$ cat src/rtl/ahb_pkg.sv
// Shared AHB-Lite encodings and the responder state type.
package ahb_pkg;

    localparam logic [1:0] HTRANS_IDLE   = 2'b00;
    localparam logic [1:0] HTRANS_BUSY   = 2'b01;
    localparam logic [1:0] HTRANS_NONSEQ = 2'b10;
    localparam logic [1:0] HTRANS_SEQ    = 2'b11;

    localparam logic [2:0] HSIZE_BYTE = 3'b000;
    localparam logic [2:0] HSIZE_HALF = 3'b001;
    localparam logic [2:0] HSIZE_WORD = 3'b010;

    localparam logic HRESP_OKAY  = 1'b0;
    localparam logic HRESP_ERROR = 1'b1;

    typedef enum logic [2:0] {
        ST_IDLE,
        ST_WAIT,
        ST_DONE,
        ST_ERR1,
        ST_ERR2
    } resp_state_e;

endpackage

$ cat src/rtl/ahb_mem_responder_if.sv
// AHB-Lite slave-side bus bundle: master address/control/write data in,
// completion, response and read data out.
interface ahb_mem_responder_if;
    import ahb_pkg::*;

    logic        hsel;
    logic [31:0] haddr;
    logic        hwrite;
    logic [2:0]  hsize;
    logic [2:0]  hburst;
    logic [3:0]  hprot;
    logic [1:0]  htrans;
    logic        hmastlock;
    logic        hready;
    logic [31:0] hwdata;
    logic        hreadyout;
    logic        hresp;
    logic [31:0] hrdata;

    modport slave (
        input  hsel, haddr, hwrite, hsize, hburst, hprot, htrans, hmastlock,
        input  hready, hwdata,
        output hreadyout, hresp, hrdata
    );

    modport master (
        output hsel, haddr, hwrite, hsize, hburst, hprot, htrans, hmastlock,
        output hwdata,
        input  hready, hreadyout, hresp, hrdata
    );

endinterface

$ cat src/rtl/ahb_byte_strobe.sv
// Maps transfer size and the low address bits to the byte lanes touched.
// Unsupported sizes enable no lanes.
module ahb_byte_strobe
    import ahb_pkg::*;
(
    input  logic [2:0] size,
    input  logic [1:0] addr_lo,
    output logic [3:0] strb
);

    // Lane decode: byte picks one lane, half picks a lane pair, word all four.
    always_comb begin
        strb = 4'b0000;
        case (size)
            HSIZE_BYTE: strb = 4'b0001 << addr_lo;
            HSIZE_HALF: strb = addr_lo[1] ? 4'b1100 : 4'b0011;
            HSIZE_WORD: strb = 4'b1111;
            default:    strb = 4'b0000;
        endcase
    end

endmodule

$ cat src/rtl/ahb_mem_responder.sv
// AHB-Lite memory responder: word-organised register memory with fixed
// wait-state insertion on OKAY beats and a two-cycle ERROR response.
module ahb_mem_responder
    import ahb_pkg::*;
#(
    parameter int ADDR_W      = 6,
    parameter int WAIT_STATES = 1
)
(
    input  logic               hclk,
    input  logic               hreset,
    ahb_mem_responder_if.slave bus
);

    localparam int CNT_W = (WAIT_STATES > 0) ? $clog2(WAIT_STATES + 1) : 1;
    localparam int AW    = ADDR_W + 2;
    localparam int DEPTH = 2 ** ADDR_W;
    localparam logic [CNT_W-1:0] CNT_INIT = CNT_W'(WAIT_STATES);

    resp_state_e       state_q, state_d;
    logic [CNT_W-1:0]  cnt_q, cnt_d;
    logic [AW-1:0]     addr_q;
    logic              wr_q;
    logic [2:0]        size_q;
    logic [31:0]       mem [DEPTH];

    logic              can_accept;
    logic              accept;
    logic              req_err;
    logic [3:0]        strb;
    logic [ADDR_W-1:0] idx;
    logic              unused_bus;

    // Burst type, protection and lock have no effect on a plain memory;
    // htrans[0] only separates NONSEQ from SEQ, which are treated alike.
    assign unused_bus = ^{bus.hburst, bus.hprot, bus.hmastlock, bus.htrans[0]};

    // Address-phase signals are only looked at when no data phase is stalling.
    assign can_accept = (state_q == ST_IDLE) || (state_q == ST_DONE) || (state_q == ST_ERR2);
    assign accept     = can_accept & bus.hsel & bus.hready & bus.htrans[1];

    // Out-of-range, unsupported-size or misaligned requests get ERROR.
    always_comb begin
        req_err = |bus.haddr[31:AW];
        case (bus.hsize)
            HSIZE_BYTE: ;
            HSIZE_HALF: if (bus.haddr[0]) req_err = 1'b1;
            HSIZE_WORD: if (|bus.haddr[1:0]) req_err = 1'b1;
            default:    req_err = 1'b1;
        endcase
    end

    // Next-state and wait-counter logic; IDLE/DONE/ERR2 re-enter on a new accept.
    always_comb begin
        state_d = state_q;
        cnt_d   = cnt_q;
        case (state_q)
            ST_WAIT: begin
                if (cnt_q <= CNT_W'(1)) begin
                    state_d = ST_DONE;
                    cnt_d   = '0;
                end else begin
                    cnt_d = cnt_q - CNT_W'(1);
                end
            end
            ST_ERR1: state_d = ST_ERR2;
            default: begin
                state_d = ST_IDLE;
                if (accept) begin
                    if (req_err) begin
                        state_d = ST_ERR1;
                    end else if (WAIT_STATES > 0) begin
                        state_d = ST_WAIT;
                        cnt_d   = CNT_INIT;
                    end else begin
                        state_d = ST_DONE;
                    end
                end
            end
        endcase
    end

    // State and wait counter registers.
    always_ff @(posedge hclk or posedge hreset) begin
        if (hreset) begin
            state_q <= ST_IDLE;
            cnt_q   <= '0;
        end else begin
            state_q <= state_d;
            cnt_q   <= cnt_d;
        end
    end

    // Capture the address phase of every accepted transfer.
    always_ff @(posedge hclk or posedge hreset) begin
        if (hreset) begin
            addr_q <= '0;
            wr_q   <= 1'b0;
            size_q <= HSIZE_BYTE;
        end else if (accept) begin
            addr_q <= bus.haddr[AW-1:0];
            wr_q   <= bus.hwrite;
            size_q <= bus.hsize;
        end
    end

    assign idx = addr_q[AW-1:2];

    ahb_byte_strobe u_strobe (
        .size    (size_q),
        .addr_lo (addr_q[1:0]),
        .strb    (strb)
    );

    // Memory: cleared by reset, written lane-wise on the completing OKAY edge.
    always_ff @(posedge hclk or posedge hreset) begin
        if (hreset) begin
            for (int i = 0; i < DEPTH; i++) mem[i] <= '0;
        end else if (state_q == ST_DONE && wr_q) begin
            for (int b = 0; b < 4; b++) begin
                if (strb[b]) mem[idx][8*b +: 8] <= bus.hwdata[8*b +: 8];
            end
        end
    end

    assign bus.hreadyout = !((state_q == ST_WAIT) || (state_q == ST_ERR1));
    assign bus.hresp     = ((state_q == ST_ERR1) || (state_q == ST_ERR2)) ? HRESP_ERROR : HRESP_OKAY;
    assign bus.hrdata    = (!wr_q && ((state_q == ST_WAIT) || (state_q == ST_DONE))) ? mem[idx] : 32'h0;

endmodule

$ cat src/flat_wrapper.sv
// flat-port wrapper written by rule: the top's interface ports become plain ports
module ahb_mem_responder_flat import ahb_pkg::*;
#(
    parameter int ADDR_W      = 6,
    parameter int WAIT_STATES = 1
)
  (hclk, hreset, bus_hsel, bus_haddr, bus_hwrite, bus_hsize, bus_hburst, bus_hprot, bus_htrans, bus_hmastlock, bus_hready, bus_hwdata, bus_hreadyout, bus_hresp, bus_hrdata);
  ahb_mem_responder_if bus_i ();
  input  logic hclk;
  input  logic hreset;
  input wire logic [$bits(bus_i.hsel)-1:0] bus_hsel;
  input wire logic [$bits(bus_i.haddr)-1:0] bus_haddr;
  input wire logic [$bits(bus_i.hwrite)-1:0] bus_hwrite;
  input wire logic [$bits(bus_i.hsize)-1:0] bus_hsize;
  input wire logic [$bits(bus_i.hburst)-1:0] bus_hburst;
  input wire logic [$bits(bus_i.hprot)-1:0] bus_hprot;
  input wire logic [$bits(bus_i.htrans)-1:0] bus_htrans;
  input wire logic [$bits(bus_i.hmastlock)-1:0] bus_hmastlock;
  input wire logic [$bits(bus_i.hready)-1:0] bus_hready;
  input wire logic [$bits(bus_i.hwdata)-1:0] bus_hwdata;
  output wire logic [$bits(bus_i.hreadyout)-1:0] bus_hreadyout;
  output wire logic [$bits(bus_i.hresp)-1:0] bus_hresp;
  output wire logic [$bits(bus_i.hrdata)-1:0] bus_hrdata;
  assign bus_i.hsel = bus_hsel;
  assign bus_i.haddr = bus_haddr;
  assign bus_i.hwrite = bus_hwrite;
  assign bus_i.hsize = bus_hsize;
  assign bus_i.hburst = bus_hburst;
  assign bus_i.hprot = bus_hprot;
  assign bus_i.htrans = bus_htrans;
  assign bus_i.hmastlock = bus_hmastlock;
  assign bus_i.hready = bus_hready;
  assign bus_i.hwdata = bus_hwdata;
  assign bus_hreadyout = bus_i.hreadyout;
  assign bus_hresp = bus_i.hresp;
  assign bus_hrdata = bus_i.hrdata;
  ahb_mem_responder #(.ADDR_W(ADDR_W), .WAIT_STATES(WAIT_STATES)) u_core (.hclk(hclk), .hreset(hreset), .bus(bus_i));
endmodule
$ cat config.mk
export PLATFORM = sky130hd
export DESIGN_NAME = ahb_mem_responder_flat
export DESIGN_NICKNAME = d
export VERILOG_FILES = /design/src/rtl/ahb_pkg.sv /design/src/rtl/ahb_mem_responder_if.sv /design/src/rtl/ahb_byte_strobe.sv /design/src/rtl/ahb_mem_responder.sv /design/src/flat_wrapper.sv
export SDC_FILE = /design/constraint.sdc
export NUM_CORES = 2
export LEC_CHECK = 0
export ABC_AREA = 0
export BUFFER_PORTS_ARGS = -buffer_cell sky130_fd_sc_hd__buf_2
export CAP_MARGIN = 10
export CORE_UTILIZATION = 57
export CTS_CLUSTER_DIAMETER = 50
export DETAILED_ROUTE_END_ITERATION = 16
export GPL_TIMING_DRIVEN = 0
export PLACE_DENSITY = 0.76
export SETUP_SLACK_MARGIN = 0.5
export SLEW_MARGIN = 20
export SYNTH_ARGS = -nofsm -noshare
export SYNTH_HDL_FRONTEND = slang
export SYNTH_SLANG_ARGS = --single-unit
$ cat constraint.sdc
create_clock -name hclk -period 59.2 [get_ports hclk]
set_clock_uncertainty 0.2 [all_clocks]
set_input_delay 5.92 -clock hclk [delete_from_list [all_inputs] [get_ports hclk]]
set_output_delay 5.92 -clock hclk [all_outputs]
set_load 0.03 [all_outputs]
== Word level (Yosys, flattened, before mapping) ==
Index checks and enable logic that the tools add are counted.
Storage, ports and cells
  register bits after elaboration: 2064
  bits in latches: 0
  memory bits (writable): 0
  ROM bits: 0
  input bits: 82
  output and inout bits: 34
  logic and storage cells: 143
  memories: 0
Operators by class
  add/sub/neg operators: 1
  multiply operators: 0
  divide/modulo/power cells: 0
  order comparisons: 3
  equality and inequality tests: 10
  shift-type cells: 1
  muxes and demuxes: 37
  bitwise operators: 5
  reductions and logical operators: 17
Operators with widths (number)
  two-way mux 2048 bit: 7
  bitwise mux 2048 bit: 4
  demux 32 bit (select 6 bit): 4
  binary-select mux 32 bit (select 6 bit): 1
  two-way mux 32 bit: 4
  two-way mux 24 bit: 1
  OR reduction 24 bit: 1
  two-way mux 16 bit: 1
  == test 3 x 2 -> 1 bit, second input constant: 4
  case mux 4 bit (3 select lines): 1
  == test 3 x 1 -> 1 bit, second input constant: 3
  zero test 3 bit: 3
  two-way mux 8 bit: 1
  >= comparator 7 bit, second input constant: 1
  less-than comparator 7 x 1 -> 1 bit, second input constant: 1
  NOT 6 -> 7 bit: 1
  two-way mux 1 bit: 6
  two-way mux 3 bit: 2
  case mux 3 bit (2 select lines): 1
  logical OR 1 bit: 5
  two-way mux 4 bit: 1
  << shifter 1 x 2 -> 4 bit, first input constant: 1
  bitwise AND 1 bit: 3
  == test 3 bit, second input constant: 1
  13 further kinds: 16

== Logic depth before layout (Yosys ltp) ==
  word-level depth: 16
  gate-level depth with buffers: 11
  mapped depth without buffers: 6

== Cells and area by module ==
A second synthesis with hierarchy kept.
Second synthesis, totals
  cell total of the unflattened synthesis: 6491
  area total of the unflattened synthesis: 93666.1 um^2
By module, submodules not included
  ahb_mem_responder: instances 1, cells each 6479, area each 93607.3 um^2, sequential area each 51624.5 um^2
  ahb_byte_strobe: instances 1, cells each 12, area each 58.8 um^2, sequential area each 0.0 um^2

== Worst setup path after synthesis ==
No wires, ideal clock.
  kind: reg-to-output
  start point: reg u_core.addr_q[2]
  end point: out bus_hrdata[10]
  arrival time: 2.338 ns
  data required time: 53.080 ns
  path slack: 50.742 ns
  stages on the path, launching flop included: 9
  path buffers: 4
  cell sequence: dfrtp_1 > buf_2 > buf_2 > buf_2 > nor2_1 > clkbuf_1 > a22oi_1 > and3_1 > a31oi_1
On the way
  cells in the longest elaborated chain, start to end: 5
Ends and longest elaborated chain
  start, declared: RTL line ahb_mem_responder.sv:22  | logic [AW-1:0] addr_q;
  start signal, assigned: RTL line ahb_mem_responder.sv:101  | addr_q <= bus.haddr[AW-1:0];
  NOT 6 -> 7 bit (not written as such): RTL line ahb_mem_responder.sv:128  | assign bus.hrdata = (!wr_q && ((state_q == ST_WAIT) || (state_q == ST_DONE))) ? mem[idx] : 32'h0;
  binary-select mux 32 bit (select 6 bit): RTL line ahb_mem_responder.sv:128
  two-way mux 32 bit (not written as such) (2 in a row): RTL line ahb_mem_responder.sv:128
  two-way mux 32 bit: RTL line ahb_mem_responder.sv:128
  end, declared: RTL line flat_wrapper.sv:23  | output wire logic [$bits(bus_i.hrdata)-1:0] bus_hrdata;
No other way between the ends. The select of a mux whose other input is x is not followed.

== Worst setup path in the final report ==
  start point: reg u_core.addr_q[2]
  end point: out bus_hrdata[30]
Same word-level chain as after synthesis.

==> results.json <==
{
  "relSlewSlack": 0.132,
  "cts_tree": "done",
  "synth_commonest_cells": "2105 x mux2_2, 2063 x dfrtp_1, 318 x clkbuf_1, 257 x mux2i_1, 255 x mux4_2",
  "dr.max_layer_used": "met5",
  "yosysMostFrequentCell": "mux2_2",
  "power_density_nw_per_um2": 31.7,
  "path_max_fanout": 10,
  "met2_length_mm": 138,
  "cp_num_buf_inv": 6,
  "synth_nets": 6675,
  "wl_met3_mm": 35.0,
  "start_kind": "register",
  "cp_cell_sequence": "buf_2, buf_2, buf_2, buf_2, clkbuf_1, a31oi_1, a21oi_1, a2bb2oi_1, a31oi_1, buf_2",
  "yosys_warnings": 0,
  "vdd_drop_max_mv": 0.0359,
  "dieWidth_um": 413,
  "tns_ps": 0,
  "holdPathStages": 1,
  "reg2reg_from": "u_core.addr_q[2]",
  "synth.area.top_cells": "dfrtp_1 54%, mux2_2 25%, mux4_2 6.0%, mux2i_1 2.7%, nor3_4 2.2%",
  "cts_num_sinks": 2063,
  "rows": 150,
  "r2r_slack_ps": 54880,
  "cts_resized": 0,
  "fin_cells": 9350,
  "cts_buffer_depth": 3,
  "tightest_slew_ps": 1300,
  "dr.pass1.iters": 6,
  "gr-total-overflow": 0,
  "fin_nets": 7041,
  "multi_input_area_um2": 42100,
  "hold_path.class": "reg2reg",
  "cts_buffers": 216,
  "grt_first_pass_wirelength_mm": 450,
  "cpMostUsedCell": "buf_2",
  "portBuffers": 74,
  "setup_slack_ps": 47090,
  "antenna_found_initial": 25,
  "post_cts_buffers": 0,
  "synthToLayoutAreaGrowth_pct": 12.3,
  "clk_latency_ps": 870,
  "drc": 0,
  "p_leak_uw": 0.0497,
  "start_util": 0.574,
  "path_class": "reg2out",
  "num_vias": 62600,
  "regArea_um2": 51600,
  "avgViaCountPerCell": 6.69,
  "worstReg2RegEnd": "u_core.mem[412]",
  "finalMaxSlewViolations": 0,
  "coreArea_um2": 167000,
  "cp_slowest_stage_delay_ps": 930,
  "cts-htree-levels": 4,
  "reg2reg_depth": 8,
  "avgSynthCellArea_um2": 14.6,
  "dieHeight_um": 413,
  "grt_max_degree": 38,
  "fin_crit_sh": 0.205,
  "cp-end-kind": "primary output",
  "cts_root_buf": "clkbuf_16",
  "wire_per_inst_um": 33.3,
  "seq_area_frac_synth": 0.537,
  "final_layout_size_suffix_gt1_frac": 0.458,
  "ys_ff_latch": 2063,
  "grt_use_total": 0.370,
  "place_inst": 8944,
  "syn-cell-area_um2": 96200,
  "met1Wirelength_mm": 119,
  "fmax_mhz": 82.6,
  "die_area_um2": 170000,
  "slowest_stage": "clkbuf_1",
  "crit_required_ps": 53080,
  "period_minus_slack_ps": 12110,
  "preCtsSetupSlack_ps": 48270,
  "drtIter0Drc": 6861,
  "gp_congestion": 1.01,
  "syn-instance-count": 6593,
  "synth_top_area_frac": 0.537,
  "clkSlewWorstSetupHoldPaths_ps": 60,
  "hold_end": "u_core.mem[938]",
  "grt_pass1_vias": 64700,
  "timing_hold_violations_final": 0,
  "cp.depth": 10,
  "hold_path_startpoint": "u_core.mem[938]",
  "critPathArrivalTime_ps": 5990,
  "ant_nets": 0,
  "setup_viol": 0,
  "hold_buffers": 0,
  "yosysTopAreaCell": "dfrtp_1",
  "place_hpwl_mm": 231,
  "holdWs_ps": 294,
  "synth_edf_count": 0,
  "rsz0062_at_grt": "no",
  "fill_cells": 12100,
  "wl_mm": 311,
  "synth_cell_types": 64,
  "finalPower_uw": 3420,
  "cp_top_family": "buffers and inverters",
  "io_pins": 116,
  "synth-main-ff-cell": "dfrtp_1",
  "maxCapViolations": 0,
  "status": "completed",
  "synthArstFlopShare": 1.00
}
==> layout by cell type (no fill, tap or decap), types with 26 or more instances in the layout <==
master and count:
nor3_2 43, o2bb2ai_1 52, dfrtp_1 2063, buf_1 53
a31oi_1 63, clkbuf_8 41, o22ai_1 74, mux4_2 255
o21ai_0 47, nand2_1 202, clkbuf_16 217, nand4_1 30
mux2i_1 257, o2111ai_1 26, clkinv_2 36, a22oi_1 175
a21oi_1 96, nor3_4 131, a221oi_1 105, nor3_1 34
a311oi_1 26, nor2_1 54, buf_12 63, mux2_2 2105
clkbuf_1 358, buf_2 209, buf_4 34
==> logic make-up (layout without fill, tap and decap cells) <==
group,after synthesis,count (layout),share of synthesized area
flops,2063,2063,0.537
other cells,0,17,0
xor+xnor,1,1,0.0000911
buf+inv,554,1090,0.0253
simple gates,652,652,0.0515
mux,2627,2627,0.334
compound gates,696,696,0.0518
==> stage by stage <==
step | utilization | area, um2
final | 0.645 | 108000
after floorplan | - | 96200
after global routing | 0.645 | 108000
after CTS | 0.645 | 108000
after detailed placement | 0.602 | 101000
after global placement | 0.593 | 99300
==> per-layer routing <==
metal	GRT usage	vias up
met2	0.540	3182
met3	0.128	758
met4	0.214	12
li1	-	25500
met5	0	-
met1	0.479	33200
==> worst max path at each step <==
stage	startpoint	to	slack, ps
after floorplan	hreset	u_core.addr_q[0]	24430
after global placement	hreset	u_core.mem[546]	14490
after detailed placement	u_core.addr_q[2]	bus_hrdata[30]	48270
after CTS	u_core.addr_q[2]	bus_hrdata[30]	47360
after global routing	u_core.addr_q[2]	bus_hrdata[30]	47250
final	u_core.addr_q[2]	bus_hrdata[30]	47090
==> sequential cells by signal (all words and copies together), names as in the netlist <==
signal and count:
u_core.mem 2048, u_core.wr_q 1, u_core.size_q 3, u_core.state_q 3, u_core.addr_q 8
==> report_power, final <==
part	leakage, uW	switching, uW	internal [uW]
Sequential	0.0276	20.1	1450
Clock	0.00351	588	785
Combinational	0.0186	428	157
Total	0.0497	1040	2390
==> worst reg2reg max path, stage by stage (launching register included) <==
cell	delay [ps]
dfrtp_1	350
buf_2	220
buf_2	560
nand2_1	580
nor2_1	280
buf_2	450
nand2_1	470
nor2_2	660
mux2_2	420
==> final cells by class <==
class | count | area share
multi-input cells | 3976 | 0.390
repair buffers | 148 | 0.0174
flip-flops and latches | 2063 | 0.478
clock buffers | 311 | 0.0574
plain buffers | 549 | 0.0225
well taps | 2204 | 0.0255
inverters | 5 | 0.000209
clock inverters | 77 | 0.00840
diodes | 17 | 0.000394
No activity file was read; power rests on OpenSTA's default activity.
